File: src/rtl/bpd_pkg.sv
// Shared types and constants for the branch-predictor update return path.
package bpd_pkg;

  localparam int unsigned FETCH_WIDTH  = 4;
  localparam int unsigned VADDR_BITS   = 40;
  localparam int unsigned META_BITS    = 120;
  localparam int unsigned CFI_IDX_BITS = $clog2(FETCH_WIDTH);

  // One parked predictor response.
  typedef struct packed {
    logic [VADDR_BITS-1:0]  pc;
    logic [FETCH_WIDTH-1:0] taken;
    logic [META_BITS-1:0]   meta;
    logic                   lhist;
  } bpd_entry_t;

  // Update message sent to the BPU.
  typedef struct packed {
    logic [VADDR_BITS-1:0]   pc;
    logic [FETCH_WIDTH-1:0]  br_mask;
    logic [FETCH_WIDTH-1:0]  taken_mask;
    logic                    cfi_valid;
    logic [CFI_IDX_BITS-1:0] cfi_idx;
    logic [VADDR_BITS-1:0]   target;
    logic                    mispredict;
    logic [FETCH_WIDTH-1:0]  dir_wrong;
    logic [META_BITS-1:0]    meta;
    logic                    lhist;
  } bpd_update_t;

  // Index of the lowest set bit, 0 when no bit is set.
  function automatic logic [CFI_IDX_BITS-1:0] lowest_set(input logic [FETCH_WIDTH-1:0] mask);
    logic [CFI_IDX_BITS-1:0] idx;
    idx = '0;
    for (int i = FETCH_WIDTH - 1; i >= 0; i--) begin
      if (mask[i]) idx = CFI_IDX_BITS'(i);
    end
    return idx;
  endfunction

endpackage

File: src/rtl/bpd_entry_ring.sv
// In-order ring of parked predictor responses with its pointers and occupancy count.
module bpd_entry_ring
  import bpd_pkg::*;
#(
  parameter int unsigned ENTRIES = 4,
  localparam int unsigned IDXW   = $clog2(ENTRIES)
) (
  input  logic            clock,
  input  logic            reset,
  input  logic            enq,
  input  bpd_entry_t      enq_data,
  input  logic            deq,
  output bpd_entry_t      deq_data,
  output logic [IDXW-1:0] enq_ptr,
  output logic [IDXW-1:0] deq_ptr,
  output logic [IDXW:0]   count
);

  bpd_entry_t      mem_q [ENTRIES];
  logic [IDXW-1:0] enq_ptr_q, enq_ptr_d;
  logic [IDXW-1:0] deq_ptr_q, deq_ptr_d;
  logic [IDXW:0]   count_q, count_d;

  // Next pointers wrap naturally since ENTRIES is a power of two.
  always_comb begin
    enq_ptr_d = enq_ptr_q;
    deq_ptr_d = deq_ptr_q;
    count_d   = count_q;
    if (enq) enq_ptr_d = enq_ptr_q + 1'b1;
    if (deq) deq_ptr_d = deq_ptr_q + 1'b1;
    unique case ({enq, deq})
      2'b10:   count_d = count_q + 1'b1;
      2'b01:   count_d = count_q - 1'b1;
      default: count_d = count_q;
    endcase
  end

  // Pointer and count state.
  always_ff @(posedge clock) begin
    if (reset) begin
      enq_ptr_q <= '0;
      deq_ptr_q <= '0;
      count_q   <= '0;
    end else begin
      enq_ptr_q <= enq_ptr_d;
      deq_ptr_q <= deq_ptr_d;
      count_q   <= count_d;
    end
  end

  // Storage write port; contents are intentionally not reset.
  always_ff @(posedge clock) begin
    if (enq) mem_q[enq_ptr_q] <= enq_data;
  end

  assign deq_data = mem_q[deq_ptr_q];
  assign enq_ptr  = enq_ptr_q;
  assign deq_ptr  = deq_ptr_q;
  assign count    = count_q;

endmodule

File: src/rtl/bpd_update_gen.sv
// Parks predictor responses and turns in-order commits into registered BPU update messages.
module bpd_update_gen
  import bpd_pkg::*;
#(
  parameter int unsigned ENTRIES = 4,
  localparam int unsigned IDXW   = $clog2(ENTRIES)
) (
  input  logic                    clock,
  input  logic                    reset,
  input  logic                    io_resp_valid,
  output logic                    io_resp_ready,
  input  logic [VADDR_BITS-1:0]   io_resp_bits_pc,
  input  logic [FETCH_WIDTH-1:0]  io_resp_bits_preds_taken,
  input  logic [META_BITS-1:0]    io_resp_bits_meta_0,
  input  logic                    io_resp_bits_lhist_0,
  output logic [IDXW-1:0]         io_resp_idx,
  input  logic                    io_commit_valid,
  output logic                    io_commit_ready,
  input  logic [IDXW-1:0]         io_commit_idx,
  input  logic [FETCH_WIDTH-1:0]  io_commit_br_mask,
  input  logic [FETCH_WIDTH-1:0]  io_commit_taken_mask,
  input  logic [VADDR_BITS-1:0]   io_commit_target,
  input  logic                    io_commit_mispredict,
  output logic                    io_update_valid,
  input  logic                    io_update_ready,
  output logic [VADDR_BITS-1:0]   io_update_bits_pc,
  output logic [FETCH_WIDTH-1:0]  io_update_bits_br_mask,
  output logic [FETCH_WIDTH-1:0]  io_update_bits_taken_mask,
  output logic                    io_update_bits_cfi_valid,
  output logic [CFI_IDX_BITS-1:0] io_update_bits_cfi_idx,
  output logic [VADDR_BITS-1:0]   io_update_bits_target,
  output logic                    io_update_bits_mispredict,
  output logic [FETCH_WIDTH-1:0]  io_update_bits_dir_wrong,
  output logic [META_BITS-1:0]    io_update_bits_meta_0,
  output logic                    io_update_bits_lhist_0
);

  localparam logic [IDXW:0] FullCount = (IDXW + 1)'(ENTRIES);

  bpd_entry_t      enq_data, head;
  logic [IDXW-1:0] enq_ptr, deq_ptr;
  logic [IDXW:0]   count;
  logic            enq_fire, commit_fire;
  logic            upd_valid_q, upd_valid_d;
  bpd_update_t     upd_q, upd_d;

  assign enq_data = '{pc:    io_resp_bits_pc,
                      taken: io_resp_bits_preds_taken,
                      meta:  io_resp_bits_meta_0,
                      lhist: io_resp_bits_lhist_0};

  // Ready comes from the registered count, so a full ring stays closed during a commit.
  assign io_resp_ready   = (count != FullCount);
  assign enq_fire        = io_resp_valid & io_resp_ready;
  // Out-of-order indices are stalled, never dropped.
  assign io_commit_ready = (count != '0) & (io_commit_idx == deq_ptr) &
                           (~upd_valid_q | io_update_ready);
  assign commit_fire     = io_commit_valid & io_commit_ready;
  assign io_resp_idx     = enq_ptr;

  bpd_entry_ring #(
    .ENTRIES (ENTRIES)
  ) u_ring (
    .clock    (clock),
    .reset    (reset),
    .enq      (enq_fire),
    .enq_data (enq_data),
    .deq      (commit_fire),
    .deq_data (head),
    .enq_ptr  (enq_ptr),
    .deq_ptr  (deq_ptr),
    .count    (count)
  );

  // Merge the ring head with the resolved outcome; a commit during acceptance reloads seamlessly.
  always_comb begin
    upd_d       = upd_q;
    upd_valid_d = upd_valid_q;
    if (commit_fire) begin
      upd_valid_d      = 1'b1;
      upd_d.pc         = head.pc;
      upd_d.br_mask    = io_commit_br_mask;
      upd_d.taken_mask = io_commit_taken_mask;
      upd_d.cfi_valid  = |io_commit_taken_mask;
      upd_d.cfi_idx    = lowest_set(io_commit_taken_mask);
      upd_d.target     = io_commit_target;
      upd_d.mispredict = io_commit_mispredict;
      upd_d.dir_wrong  = (head.taken ^ io_commit_taken_mask) & io_commit_br_mask;
      upd_d.meta       = head.meta;
      upd_d.lhist      = head.lhist;
    end else if (io_update_ready) begin
      upd_valid_d = 1'b0;
    end
  end

  // Update output register.
  always_ff @(posedge clock) begin
    if (reset) begin
      upd_valid_q <= 1'b0;
      upd_q       <= '0;
    end else begin
      upd_valid_q <= upd_valid_d;
      upd_q       <= upd_d;
    end
  end

  assign io_update_valid           = upd_valid_q;
  assign io_update_bits_pc         = upd_q.pc;
  assign io_update_bits_br_mask    = upd_q.br_mask;
  assign io_update_bits_taken_mask = upd_q.taken_mask;
  assign io_update_bits_cfi_valid  = upd_q.cfi_valid;
  assign io_update_bits_cfi_idx    = upd_q.cfi_idx;
  assign io_update_bits_target     = upd_q.target;
  assign io_update_bits_mispredict = upd_q.mispredict;
  assign io_update_bits_dir_wrong  = upd_q.dir_wrong;
  assign io_update_bits_meta_0     = upd_q.meta;
  assign io_update_bits_lhist_0    = upd_q.lhist;

endmodule

File: config.mk
export PLATFORM = sky130hd
export DESIGN_NAME = bpd_update_gen
export DESIGN_NICKNAME = d
export VERILOG_FILES = /design/src/rtl/bpd_pkg.sv /design/src/rtl/bpd_entry_ring.sv /design/src/rtl/bpd_update_gen.sv
export SDC_FILE = /design/constraint.sdc
export NUM_CORES = 1
export LEC_CHECK = 0
export BUFFER_PORTS_ARGS = -buffer_cell sky130_fd_sc_hd__buf_2
export CORE_AREA = 2 2 247 249
export CTS_CLUSTER_SIZE = 28
export DETAILED_ROUTE_END_ITERATION = 8
export DIE_AREA = 0 0 249 251
export PLACE_DENSITY = 0.82
export SLEW_MARGIN = 20
export SYNTH_ARGS = -nofsm -noshare
export SYNTH_HDL_FRONTEND = slang
export SYNTH_SLANG_ARGS = --single-unit
export TNS_END_PERCENT = 20
File: constraint.sdc
create_clock -name clock -period 6 [get_ports clock]
set_input_delay 0.6 -clock clock [delete_from_list [all_inputs] [get_ports clock]]
set_output_delay 0.6 -clock clock [all_outputs]
set_load 0.01 [all_outputs]
==> metrics.csv <==
metric,value,unit
Setup-failing EPs final,0,
peak supply drop,0.291,mV
post-CTS setup buffers,0,
core area,59800,um^2
Clock Latency Late Sink,0.63,ns
Setup TNS,0,ns
DR pass1 iterations,8,
Worst Path Required,5.40,ns
number of global-route vias before repair,19800,
critical path peak fanout,89,
Final Hold Viols,0,
complex-gate fraction of the synthesized area,6.84,%
Post-Synth Simple-Gate Area,3.72,%
CTS tree,done,
Root Buffer,clkbuf_16,
share of layout cells above drive strength 1,32.2,%
die area,62500,um^2
xor-xnor portion of the synthesized cell area,0.349,%
Worst Max-Slew Pin Slew,1.15,ns
fin cells,3210,
WL final,76.6,mm
gr ovfl total,0,
Min-Delay Path Class,in2reg,
largest family of logic cells by synthesized area,multiplexers,
ys async rst share,0,%
"Seq/Total Area, Yosys",74.6,%
"Data arrival, critical path",3.01,ns
mux cell area share after synthesis,11.5,%
DR WL/cell,23.8,um
Post-synth EDFFs,660,
routability cong.,0.824,
Yosys warning count,0,
Hold WS,0.178,ns
first-pass GRT wire length,115,mm
clk buf depth,3,
post-layout util,64.3,%
run status,"finished, final reports clean",
flop and latch count out of synthesis,887,
Ports,443,
Startpoint Class,flip-flop,
# rows,90,
distinct cell type count of the synthesized netlist,33,
PD cells,355,nW/um^2
post-route minimum period,3.61,ns
Max-slew headroom,23.5,%
f_max,0.277,GHz
Via-to-Cell Ratio,6.03,
clock sink total,887,
prevailing post-synth register cell,edfxtp_1,
antenna-violating nets left,0,
area grow syn2layout,17.8,%
Tcrit/Tclk final,60.1,%
syn_area_per_cell,16.9,um^2
total power,0.0137,W
Leakage Power,13.1,nW
clk_skew,0.0190,ns
"most common cell after layout, fill and taps aside",edfxtp_1,
Starting Density,54.6,%
placed insts,3020,
CP endpoint kind,output port,
Die Wd,249,um
Clock transition at path regs,0.06,ns
pin count of the biggest net entering global routing,145,
DIE HEIGHT,251,um
Post-Synth Adder-Cell Area,0.253,%
hold_buf cts,0,
critical path class,reg2out,
most frequent cells in the layout,"edfxtp_1 (660), buf_2 (440), dfxtp_1 (225)",
Clock H-tree levels,3,
Max Cap Viol,0,
Vias,19300,
RSZ-0062 raised after global routing,no,
CTS Buf Count,88,
placed wire-length estimate,42.7,mm
DR DRC count,0,
IO Port Bufs,442,
Final #Nets,2555,
mapped cell area,32600,um^2
initial DRC count,1778,
Gate Count Post-Synth,1930,
post_cts resized,0,
"Slew Viols, Final",0,
initial antenna violation count,34,
total track usage,24.1,%
net count after synthesis,2157,
sequential cells by signal, indices dropped and copies added (netlist names), named ones only:
signal,flops
u_ring.mem_q,660
io_update_bits_meta_0,120
io_update_bits_pc,40
io_update_bits_target,40
io_update_bits_br_mask,4
io_update_bits_dir_wrong,4
io_update_bits_taken_mask,4
u_ring.count,3
io_update_bits_cfi_idx,2
u_ring.deq_ptr,2
u_ring.enq_ptr,2
io_update_bits_cfi_valid,1
io_update_bits_lhist_0,1
io_update_bits_mispredict,1
io_update_valid,1
final timing paths:
path,startpoint,endpoint,slack [ns],cells past startpoint
worst max-delay path,u_ring.deq_ptr[0]$_SDFFE_PP0P_,io_commit_ready,2.39,5
worst max register to register,u_ring.deq_ptr[0]$_SDFFE_PP0P_,u_ring.count[2]$_SDFFE_PP0P_,2.86,11
worst min register to register,io_update_bits_target[20]$_SDFFE_PP0P_,io_update_bits_target[20]$_SDFFE_PP0P_,0.47,2
worst min-delay path,io_resp_bits_meta_0[7],u_ring.mem_q[2][8]$_DFFE_PP_,0.18,1
routing by layer:
metal	routed length [um]	vias to the layer above	track usage, %	share of wire, %
met4	2960	22	12.5	3.9
met3	6060	186	5.33	7.9
li1	-	8416	-	-
met2	38500	920	40.3	50
met1	28900	9803	29.9	38
met5	149	-	0	0.19
Yosys cell counts (2+ instances only):
cell type  instances  share of area, %
clkbuf_1          74              0.85
o32ai_1            4              0.11
buf_1              6             0.069
inv_2              3             0.034
nor2_1             7             0.080
mux4_2           161                11
buf_2             42              0.64
or3_1              2             0.038
nand2_1            3             0.034
dfxtp_1          227                14
a311oi_1           2             0.054
xor2_1             3             0.080
and3_1             4             0.077
edfxtp_1         660                61
mux2i_1           12              0.37
o21ai_0          214               3.3
buf_6             16              0.55
buf_4             19              0.44
xnor2_1           10              0.27
nand4b_1           5              0.13
inv_1             12              0.14
nand3_1          210               3.2
a21oi_1          220               3.4
ha_1               5              0.19
metrics by stage:
| stage | setup slack [ns] | cell area (um^2) |
|---|---|---|
| finish | 2.39 | 38500 |
| global route | 2.17 | 38400 |
| CTS | 2.30 | 38400 |
| detailed placement | 2.46 | 35300 |
| global placement | 2.50 | 35300 |
| floorplan | 1.02 | 32600 |
worst max-delay path, stage by stage, from the launching register on:
cell	delay, ns
dfxtp_1	0.35
xor2_1	0.18
nand4bb_4	0.37
inv_8	0.46
buf_4	0.73
buf_2	0.26
logic make-up (layout without fill, tap and decap cells):
group | Yosys count | count (layout)
mux | 173 | 173
xor+xnor | 13 | 13
simple gates | 237 | 237
compound gates | 441 | 441
flops | 887 | 887
buf+inv | 173 | 647
other cells | 0 | 24
fa+ha+maj | 6 | 6
power by group:
| group | switching, W | leakage (nW) | internal, W |
|---|---|---|---|
| Sequential | 0.0000859 | 7.90 | 0.00691 |
| Combinational | 0.000589 | 3.71 | 0.000334 |
| Clock | 0.00229 | 1.50 | 0.00346 |
cell type report:
type,count,area (um^2)
Sequential cell,887,24400
Fill cell,4066,21300
Multi-Input combinational cell,870,7430
Timing Repair Buffer,466,2470
Clock buffer,116,2450
Tap cell,782,978
Clock inverter,50,624
Inverter,15,68.8
Antenna cell,24,60.1
Power figures use the tool's default switching activity.
